## src/rtl/controller_pkg.sv

```systemverilog
// Shared encodings for the ARM-subset control unit: opcode classes, data-processing
// commands, ALU / result-mux selects, condition codes and NZCV bit positions.
package controller_pkg;

  typedef enum logic [1:0] {
    OP_DP  = 2'b00,
    OP_MEM = 2'b01,
    OP_BR  = 2'b10,
    OP_UND = 2'b11
  } op_e;

  typedef enum logic [3:0] {
    CMD_AND = 4'b0000,
    CMD_EOR = 4'b0001,
    CMD_SUB = 4'b0010,
    CMD_RSB = 4'b0011,
    CMD_ADD = 4'b0100,
    CMD_ADC = 4'b0101,
    CMD_SBC = 4'b0110,
    CMD_RSC = 4'b0111,
    CMD_TST = 4'b1000,
    CMD_TEQ = 4'b1001,
    CMD_CMP = 4'b1010,
    CMD_CMN = 4'b1011,
    CMD_ORR = 4'b1100,
    CMD_MOV = 4'b1101,
    CMD_BIC = 4'b1110,
    CMD_MVN = 4'b1111
  } dp_cmd_e;

  typedef enum logic [2:0] {
    ALU_ADD = 3'b000,
    ALU_SUB = 3'b001,
    ALU_AND = 3'b010,
    ALU_ORR = 3'b011,
    ALU_ADC = 3'b100,
    ALU_SBC = 3'b101,
    ALU_EOR = 3'b110
  } alu_ctl_e;

  typedef enum logic [1:0] {
    RES_ALU  = 2'b00,
    RES_SRCB = 2'b01,
    RES_MUL  = 2'b10
  } result_src_e;

  typedef enum logic [3:0] {
    COND_EQ = 4'b0000,
    COND_NE = 4'b0001,
    COND_CS = 4'b0010,
    COND_CC = 4'b0011,
    COND_MI = 4'b0100,
    COND_PL = 4'b0101,
    COND_VS = 4'b0110,
    COND_VC = 4'b0111,
    COND_HI = 4'b1000,
    COND_LS = 4'b1001,
    COND_GE = 4'b1010,
    COND_LT = 4'b1011,
    COND_GT = 4'b1100,
    COND_LE = 4'b1101,
    COND_AL = 4'b1110,
    COND_NV = 4'b1111
  } cond_e;

  localparam int FLAG_N = 3;
  localparam int FLAG_Z = 2;
  localparam int FLAG_C = 1;
  localparam int FLAG_V = 0;

  localparam logic [3:0] MUL_ID = 4'b1001;
  localparam logic [3:0] PC_REG = 4'b1111;

  // Commands whose C and V results come from the adder.
  function automatic logic is_arith(input dp_cmd_e cmd);
    return cmd inside {CMD_SUB, CMD_RSB, CMD_ADD, CMD_ADC, CMD_SBC,
                       CMD_RSC, CMD_CMP, CMD_CMN};
  endfunction

endpackage

```

## src/rtl/controller_cond_logic.sv

```systemverilog
// NZCV flags register and condition evaluation; flag writes are gated by the
// instruction's own condition, which always sees the pre-edge flags.
module cond_logic
  import controller_pkg::*;
(
  input  logic       clk,
  input  logic       reset,
  input  logic [3:0] cond,
  input  logic [3:0] alu_flags,
  input  logic       flag_wr_nz,
  input  logic       flag_wr_cv,
  output logic       cond_ex,
  output logic [3:0] flags
);

  logic [3:0] flags_q;
  logic [3:0] flags_d;
  logic       n, z, c, v;

  assign n     = flags_q[FLAG_N];
  assign z     = flags_q[FLAG_Z];
  assign c     = flags_q[FLAG_C];
  assign v     = flags_q[FLAG_V];
  assign flags = flags_q;

  always_comb begin
    cond_ex = 1'b1;
    case (cond)
      COND_EQ: cond_ex = z;
      COND_NE: cond_ex = ~z;
      COND_CS: cond_ex = c;
      COND_CC: cond_ex = ~c;
      COND_MI: cond_ex = n;
      COND_PL: cond_ex = ~n;
      COND_VS: cond_ex = v;
      COND_VC: cond_ex = ~v;
      COND_HI: cond_ex = c & ~z;
      COND_LS: cond_ex = ~c | z;
      COND_GE: cond_ex = (n == v);
      COND_LT: cond_ex = (n != v);
      COND_GT: cond_ex = ~z & (n == v);
      COND_LE: cond_ex = z | (n != v);
      default: cond_ex = 1'b1;  // AL and the unconditional 1111 space
    endcase
  end

  always_comb begin
    // NOTE: every combinational output gets a default first so no path leaves it
    // unassigned; that is what keeps a latch from being inferred.
    flags_d = flags_q;
    if (cond_ex && flag_wr_nz) begin
      flags_d[FLAG_N] = alu_flags[FLAG_N];
      flags_d[FLAG_Z] = alu_flags[FLAG_Z];
    end
    if (cond_ex && flag_wr_cv) begin
      flags_d[FLAG_C] = alu_flags[FLAG_C];
      flags_d[FLAG_V] = alu_flags[FLAG_V];
    end
  end

  // NOTE: state registers use non-blocking assignment so every flop samples the
  // pre-edge values regardless of process ordering.
  always_ff @(posedge clk or posedge reset) begin
    if (reset) flags_q <= 4'b0000;
    else       flags_q <= flags_d;
  end

endmodule

```

## src/rtl/controller.sv

```systemverilog
// Single-cycle ARM-subset control unit: decodes op/funct/rd/instr[7:4] into datapath
// controls and gates architectural writes with the condition check.
module controller
  import controller_pkg::*;
(
  input  logic       clk,
  input  logic       reset,
  input  logic [1:0] op,
  input  logic [3:0] cond,
  input  logic [3:0] alu_flags,
  input  logic [3:0] rd,
  input  logic [3:0] instr74,
  input  logic [5:0] funct,
  output logic       pc_src,
  output logic       reg_write3,
  output logic       reg_write1,
  output logic       mem_write,
  output logic       mem_to_reg,
  output logic       alu_src,
  output logic       carry,
  output logic       swap,
  output logic       inv,
  output logic [1:0] imm_src,
  output logic [1:0] result_src,
  output logic       reg_src,
  output logic [2:0] alu_ctl,
  output logic [3:0] mul_ctl
);

  dp_cmd_e     cmd;
  alu_ctl_e    alu_op;
  result_src_e res_sel;
  logic        is_mul;
  logic        is_branch;
  logic        rw3_pre, rw1_pre, mw_pre;
  logic        use_carry;
  logic        flag_wr_nz, flag_wr_cv;
  logic        cond_ex;
  logic [3:0]  flags;

  assign cmd       = dp_cmd_e'(funct[4:1]);
  assign is_mul    = (op == OP_DP) && (funct[5:4] == 2'b00) && (instr74 == MUL_ID);
  assign is_branch = (op == OP_BR);

  always_comb begin
    rw3_pre    = 1'b0;
    rw1_pre    = 1'b0;
    mw_pre     = 1'b0;
    mem_to_reg = 1'b0;
    alu_src    = 1'b0;
    swap       = 1'b0;
    inv        = 1'b0;
    use_carry  = 1'b0;
    reg_src    = 1'b0;
    alu_op     = ALU_ADD;
    res_sel    = RES_ALU;
    mul_ctl    = 4'b0000;
    flag_wr_nz = 1'b0;
    flag_wr_cv = 1'b0;

    case (op)
      OP_DP: begin
        if (is_mul) begin
          mul_ctl    = {1'b1, funct[3:1]};
          res_sel    = RES_MUL;
          rw3_pre    = 1'b1;
          rw1_pre    = funct[3];
          flag_wr_nz = funct[0];
        end else begin
          alu_src    = funct[5];
          flag_wr_nz = funct[0];
          flag_wr_cv = funct[0] & is_arith(cmd);
          // Compare/test commands only set flags.
          rw3_pre    = !(cmd inside {CMD_TST, CMD_TEQ, CMD_CMP, CMD_CMN});
          swap       = cmd inside {CMD_RSB, CMD_RSC};
          inv        = cmd inside {CMD_BIC, CMD_MVN};
          use_carry  = cmd inside {CMD_ADC, CMD_SBC, CMD_RSC};
          if (cmd inside {CMD_MOV, CMD_MVN}) res_sel = RES_SRCB;
          case (cmd)
            CMD_ADD, CMD_CMN:          alu_op = ALU_ADD;
            CMD_SUB, CMD_CMP, CMD_RSB: alu_op = ALU_SUB;
            CMD_AND, CMD_TST, CMD_BIC: alu_op = ALU_AND;
            CMD_ORR:                   alu_op = ALU_ORR;
            CMD_ADC:                   alu_op = ALU_ADC;
            CMD_SBC, CMD_RSC:          alu_op = ALU_SBC;
            CMD_EOR, CMD_TEQ:          alu_op = ALU_EOR;
            default:                   alu_op = ALU_ADD;
          endcase
        end
      end
      OP_MEM: begin
        // funct = {~I, P, U, B, W, L}
        alu_src    = 1'b1;
        alu_op     = funct[3] ? ALU_ADD : ALU_SUB;
        mw_pre     = ~funct[0];
        mem_to_reg = funct[0];
        rw3_pre    = funct[0];
        rw1_pre    = funct[1] | ~funct[4];
      end
      OP_BR: begin
        alu_src = 1'b1;
        reg_src = 1'b1;
      end
      default: ;
    endcase
  end

  cond_logic cond_logic (
    .clk        (clk),
    .reset      (reset),
    .cond       (cond),
    .alu_flags  (alu_flags),
    .flag_wr_nz (flag_wr_nz),
    .flag_wr_cv (flag_wr_cv),
    .cond_ex    (cond_ex),
    .flags      (flags)
  );

  assign imm_src    = op;
  assign alu_ctl    = alu_op;
  assign result_src = res_sel;
  assign carry      = use_carry & flags[FLAG_C];

  assign pc_src     = cond_ex & (is_branch | ((rd == PC_REG) & rw3_pre));
  assign reg_write3 = cond_ex & rw3_pre;
  assign reg_write1 = cond_ex & rw1_pre;
  assign mem_write  = cond_ex & mw_pre;

endmodule

```

## config.mk

```make
export PLATFORM = sky130hd
export DESIGN_NAME = controller
export DESIGN_NICKNAME = d
export VERILOG_FILES = /design/src/rtl/controller_pkg.sv /design/src/rtl/controller_cond_logic.sv /design/src/rtl/controller.sv
export SDC_FILE = /design/constraint.sdc
export NUM_CORES = 1
export LEC_CHECK = 0
export ABC_AREA = 1
export ABC_CLOCK_PERIOD_IN_PS = 2600
export CAP_MARGIN = 10
export CELL_PAD_IN_SITES_DETAIL_PLACEMENT = 1
export CELL_PAD_IN_SITES_GLOBAL_PLACEMENT = 2
export CORE_ASPECT_RATIO = 1.75
export CORE_UTILIZATION = 17
export DETAILED_ROUTE_END_ITERATION = 8
export PLACE_DENSITY = 0.83
export SLEW_MARGIN = 20
export SYNTH_ARGS = -nofsm -noshare
export SYNTH_HDL_FRONTEND = slang
export SYNTH_SLANG_ARGS = --single-unit
```

## constraint.sdc

```tcl
create_clock -name clk -period 2.6 [get_ports clk]
set_clock_uncertainty 0.05 [all_clocks]
set_input_delay 0.52 -clock clk [delete_from_list [all_inputs] [get_ports clk]]
set_output_delay 0.52 -clock clk [all_outputs]
set_load 0.03 [all_outputs]
```

# After elaboration in Yosys (flattened, before gate mapping)
# Memories as Yosys holds them, arrays and structs flattened.
# Cells that the tools add are included.
[totals] ramBits=0 register_bits=4 mem_count=1 mem_bits_ro=48 inputBits=26 latch_bits=0
[memory_table] memory="(no name shown)" words=16 width=3 read_ports=1 rd_clocked_by_memory_dff=0 write_ports=0 line_no="controller.sv:79" text="case (cmd)"
[classes] div_mod_pow=0 shifts=0 n_eq_ne=32 bitwise=19 mul=0 n_reduce_logical=15 n_mux=27 n_lt_le_gt_ge=0 add_sub_neg=0
[ops] op="== test 4 bit (second input constant)" count=15
[ops] op="== test 4 x 3 -> 1 bit (second input constant)" count=8
[ops] op="2-to-1 mux 1 bit" count=17
[ops] op="== test 4 x 2 -> 1 bit (second input constant)" count=4
[ops] op="one-hot mux 1 bit (14 select lines)" count=1
[ops] op="bitwise AND 1 bit" count=9
[ops] op="2-to-1 mux 4 bit" count=2
[ops] op="nonzero test 8 bit" count=1
[ops] op="inverter 1 bit" count=6
[ops] op="one-hot mux 1 bit (2 select lines)" count=3
[ops] op="one-hot mux 3 bit (2 select lines)" count=1
[ops] op="nonzero test 2 bit" count=3
[ops] op="== test 4 x 1 -> 1 bit (second input constant)" count=1
[ops] op="logical AND 1 bit" count=4
[ops] op="zero test 2 bit" count=2
[ops] op="zero test 4 bit" count=1
[ops] op="2-to-1 mux 2 bit" count=2
[ops] op="OR 1 bit" count=4
[ops] op="nonzero test 4 bit" count=1
[ops] op="2-to-1 mux 3 bit" count=1
[ops] op="nonzero test 3 bit" count=1
[ops] op="== test 2 x 1 -> 1 bit (second input constant)" count=1
[ops] op="== test 2 bit (second input constant)" count=1
[ops] op="OR reduction 2 bit" count=1
[ops] op="other kinds (3)" count=3

# Logic depth before layout (Yosys ltp)
[depth] ltp_word=8 mapped_depth=11

# By module
# A second synthesis with hierarchy kept.
[unflattened] hier_cells=141 hier_area_um2=772.0
[modules_own_cells] mod="controller" instances=1 area_each_um2=394.1 cells_per_inst=72
[modules_own_cells] mod="cond_logic" instances=1 area_each_um2=377.9 cells_per_inst=69

# Worst setup path after synthesis
# Ideal clock, no wire load.
[synth_timing] kind="input to output" start="in op[0]" end="out reg_write1" path_buffers=0 arrival_time_ns=2.177 setup_slack_ns=-0.147 stages=6 path_cell_list="inv_1 -> ha_1 -> inv_2 -> nor4_4 -> nand2_1 -> a21oi_1"
[synth_between] elab_chain_len=6 word_cells_on_any_way=7
[synth_lines] item="start: declaration" line_no="controller.sv:8" text="input logic [1:0] op,"
[synth_lines] item="zero test 2 bit" line_no="controller.sv:42, controller.sv:61"
[synth_lines] item="logical AND 1 bit (2 in a row)" line_no="controller.sv:42" text="assign is_mul = (op == OP_DP) && (funct[5:4] == 2'b00) && (instr74 == MUL_ID);"
[synth_lines] item="2-to-1 mux 1 bit" line_no="controller.sv:63" text="if (is_mul) begin"
[synth_lines] item="one-hot mux 1 bit (2 select lines) (*)" line_no="controller.sv:61" text="case (op)"
[synth_lines] item="bitwise AND 1 bit (*)" line_no="controller.sv:126" text="assign reg_write1 = cond_ex & rw1_pre;"
[synth_lines] item="end: declaration" line_no="controller.sv:16" text="output logic reg_write1,"
# Every way passes the cells marked *; elsewhere a longest branch is shown, timed or not.

# Worst setup path in the final report
[layout_timing] start="in instr74[3]" end="out reg_write1"
[layout_between] elab_chain_len=5
[layout_lines] item="start: declaration" line_no="controller.sv:12" text="input logic [3:0] instr74,"
[layout_lines] item="== test 4 bit" line_no="controller.sv:42"
[layout_lines] item="logical AND 1 bit" line_no="controller.sv:42"
[layout_lines] item="2-to-1 mux 1 bit" line_no="controller.sv:63"
[layout_lines] item="one-hot mux 1 bit (2 select lines)" line_no="controller.sv:61"
[layout_lines] item="bitwise AND 1 bit" line_no="controller.sv:126"
# No other way between the ends.

==> impl.org <==
** Clock tree
- The cell sitting at the root of the clock tree is a clkbuf_8.
- Clock latency on the worst-skew pair, taken at its later pin, is between 200 and 250 ps.
- TritonCTS built the clock tree.
- Number of H-tree branching levels :: 1
- Counting along the longest clock path gives a buffer depth of 2.
- TritonCTS created 3 clock buffers.
- Clk sink count :: 4
- Clock-pin slew was measured on the worst setup and hold paths at about 30 ps.

** Worst setup path
- Maximum net fanout on the critical path :: 3
- STA classifies the critical path startpoint as a primary input.
- STA classifies the critical path endpoint as a primary output.
- Critical path start-end classification :: in2out
- Critical Path RT :: roughly 2000 ps
- In this run the critical register-to-register path is launched from cond_logic.flags[3].
- Arrival time at the worst endpoint :: 1960 ps
- Number of cells on the worst reg-to-reg path :: 10
- R2R Setup Slk :: ~1100 ps
- The worst register-to-register path ends at cond_logic.flags[2].

** Floorplan
- Pin placement for this block handled 47 I/O pins.
- From bottom edge to top edge, the die measures 89.18 µm.
- Total core area :: 4150 µm²
- The floorplan step defined a die boundary enclosing 4621 µm².
- The floorplan has 31 rows.
- The initial utilization of the core area, before any placement, comes to 0.1779.
- From left edge to right edge, the die measures around 52 µm.

** Route
- Detailed routing inserted a total of 1060 vias.
- Wires add up to 2929 µm.
- The count of nets left with antenna violations once routing finished came out at 0.
- Initial DRC count :: 8
- WL/cell :: 11.76 µm
- The first detailed-routing pass took 2 iterations.
- After detailed routing, the number of remaining DRC violations is 0.
- Dividing the detail-routed via count by the number of cells gives 4.257.

** Place
- In this run the tool buffered the top-level ports with 46 buffer cells.
- Hpwl dp :: 2633 µm
- Last weighted congestion value of the routability-driven placer :: approximately 0.73
- Cell count after placement :: between 200 and 250

** Pwr
- Leakage power :: 0.7668 nW
- Proportion of power drawn by combinational gates :: 0.538
- Power spent charging and discharging nets :: 0.0002238 W
- Clock network fraction of design power :: 0.245
- Cell Int Power :: 0.0003100 W
- Power density over cell area :: 385.0 nW/µm²
- Portion of total power attributed to sequential cells :: 0.217
- VDD sags by at most about 0.18 mV.
- Of the total power, the share spent switching nets is 0.4193.

** Yosys
- Synthesis produced a netlist with a net count of around 170.
- Mean cell area of the mapped netlist :: 5.349 µm²
- After synthesis the cells add up to 738.2 µm².
- Number of warning messages in the yosys log :: 0
- Share of the yosys chip area belonging to registers :: 0.1356
- Synth cell types :: 19
- Counting flops and latches in the post-synthesis netlist gives 4.
- Cell count after synthesis :: 138

** STA
- Achievable frequency :: 395.1 MHz
- Min cycle time layout :: 2531 ps
- The final number of max-transition violations came to 0.
- Final hold vios :: 0
- Measured slew at the worst slew-check pin :: 310.8 ps
- Worst hold slack :: 440.9 ps
- Setup-failing EPs final :: 0
- Worst-case headroom to the max-slew limit :: 0.7921
- Setup repair after global routing left no endpoint under its margin.
- Dividing the final minimum period by the clock period gives 0.9734.

** Final layout
- 0 antenna diodes ended up in the layout.
- Fraction of final layout cells with drive strength greater than 1 :: 0.2850
- Counting the fill cells in the layout gives 537.
- Syn-to-layout area delta :: 87.80%
- Largest register FFs :: 4
- Leaving out filler cells and counting taps, the final layout contains 249.
- Total area of sequential cells :: approximately 100 µm²
- Post-route core utilization :: 0.3340
- For this run, the post-layout net count is 232.
- Area of combinational cells with multiple inputs :: ~540 µm²

** Global routing
- All-layer global routing usage :: 0.1433
- Pin count of the biggest net entering global routing :: 8
- Remaining global-route overflow :: 0
- The initial antenna violation count came to 0.
- The first global-routing pass estimated between 4000 and 5000 µm of wire.
- The via count of the first global-routing pass came to 1197.

** Run
- Across the run, the number of max-cap violations was 0.

** Min path
- Worst min path class :: in2async

** Outcome
- The run finished with clean final reports.
## how the worst max path moves through the flow
stage	startpoint	endpoint	slack, ps
4_1_cts	op[0]	reg_write1	1
2_1_floorplan	op[0]	mul_ctl[0]	-20
6_report	instr74[3]	reg_write1	70
3_5_place_dp	op[1]	reg_write1	-80
5_1_grt	instr74[3]	reg_write1	7
3_3_place_gp	op[0]	swap	-10
## what timing repair did
action,4_1_cts,5_1_grt
buffers inserted,0,0
pin swaps,3,2
endpoints found under the setup margin,8,6
resized for setup,11,6
hold buffers,0,0
## Yosys cell counts (all sizes together)
master	instances	area [µm²]
nand3	16	85.08
a21oi	8	40.04
nand2	45	183.9
or2	1	6.260
o21ai	3	15.01
ha	4	50.05
nor4	1	21.27
nor2	25	106.4
buf	3	22.52
inv	25	93.84
clkinv	1	3.750
nor3	2	10.01
dfrtp	4	100.1
## final cells by class
cell class,instances,share of cell area
clock buffer,3,0.02978
timing repair buffer,62,0.3926
sequential,4,0.07220
multi-input combinational,105,0.3908
tap,49,0.04422
inverter,26,0.07040
## power by group through the flow
stage	clock network, W	logic (W)	registers [W]
global placement	0	0.000285	0.000118
CTS	0.000136	0.000291	0.000118
global route	0.000137	0.000325	0.000122
detailed placement	0	0.000289	0.000118
floorplan	0	0.000172	0.000106
finish	0.000131	0.000287	0.000116
## metal layers
layer | GRT usage | vias up | routed length [µm] | part of all wire
met4 | 0.04423 | 0 | 17 | 0.0058
met5 | 0 | - | 0 | 0
met1 | 0.09858 | 483 | 854 | 0.29
met2 | 0.3365 | 31 | 1887 | 0.64
li1 | - | 544 | - | -
met3 | 0.02891 | 2 | 170 | 0.058
## cells in the final DEF (no fill, tap or decap), types with 2 or more instances in the layout
| cell type | synthesis | routed |
|---|---|---|
| nor2_1 | 22 | 21 |
| dlymetal6s2s_1 | 0 | 4 |
| clkbuf_8 | 0 | 3 |
| a21oi_2 | 0 | 2 |
| nor2_2 | 2 | 3 |
| inv_2 | 3 | 4 |
| dfrtp_1 | 4 | 4 |
| nand2_2 | 3 | 3 |
| nand2_1 | 41 | 41 |
| a21oi_1 | 8 | 6 |
| ha_1 | 4 | 3 |
| nand3_1 | 15 | 15 |
| dlygate4sd2_1 | 0 | 4 |
| o21ai_0 | 3 | 2 |
| buf_4 | 3 | 33 |
| clkdlybuf4s50_1 | 0 | 20 |
| inv_1 | 22 | 21 |
## worst max-delay path: stages
cell             delay, ps
clkdlybuf4s50_1        460
nand3_1                150
nor4_4                 310
buf_4                  170
nand2_1                 70
a21oi_2                150
buf_6                  140
## per-stage QoR
| stage | TNS, ps | worst slack, ps | cell area (µm²) | power, W |
|---|---|---|---|---|
| after CTS | 0 | 1.132 | 1368 | 0.0005450 |
| after global routing | 0 | 7.216 | 1386 | 0.0005840 |
| after global placement | -24.97 | -10.06 | 1316 | 0.0004026 |
| after floorplan | -32.15 | -16.08 | 742.0 | 0.0002781 |
| final | 0 | 69.17 | 1386 | 0.0005338 |
| after detailed placement | -241.1 | -80.79 | 1316 | 0.0004069 |
## kinds of logic (layout without fill, tap and decap cells)
kind of cell,count (synthesis),in the layout,synth area share
AO/OA/AOI/OAI,11,11,0.07457
adder cells (fa/ha/maj),4,4,0.06780
buffers and inverters,29,91,0.1627
flip-flops,4,4,0.1356
AND/OR/NAND/NOR,90,90,0.5593
No activity file was read; power rests on OpenSTA's default activity.
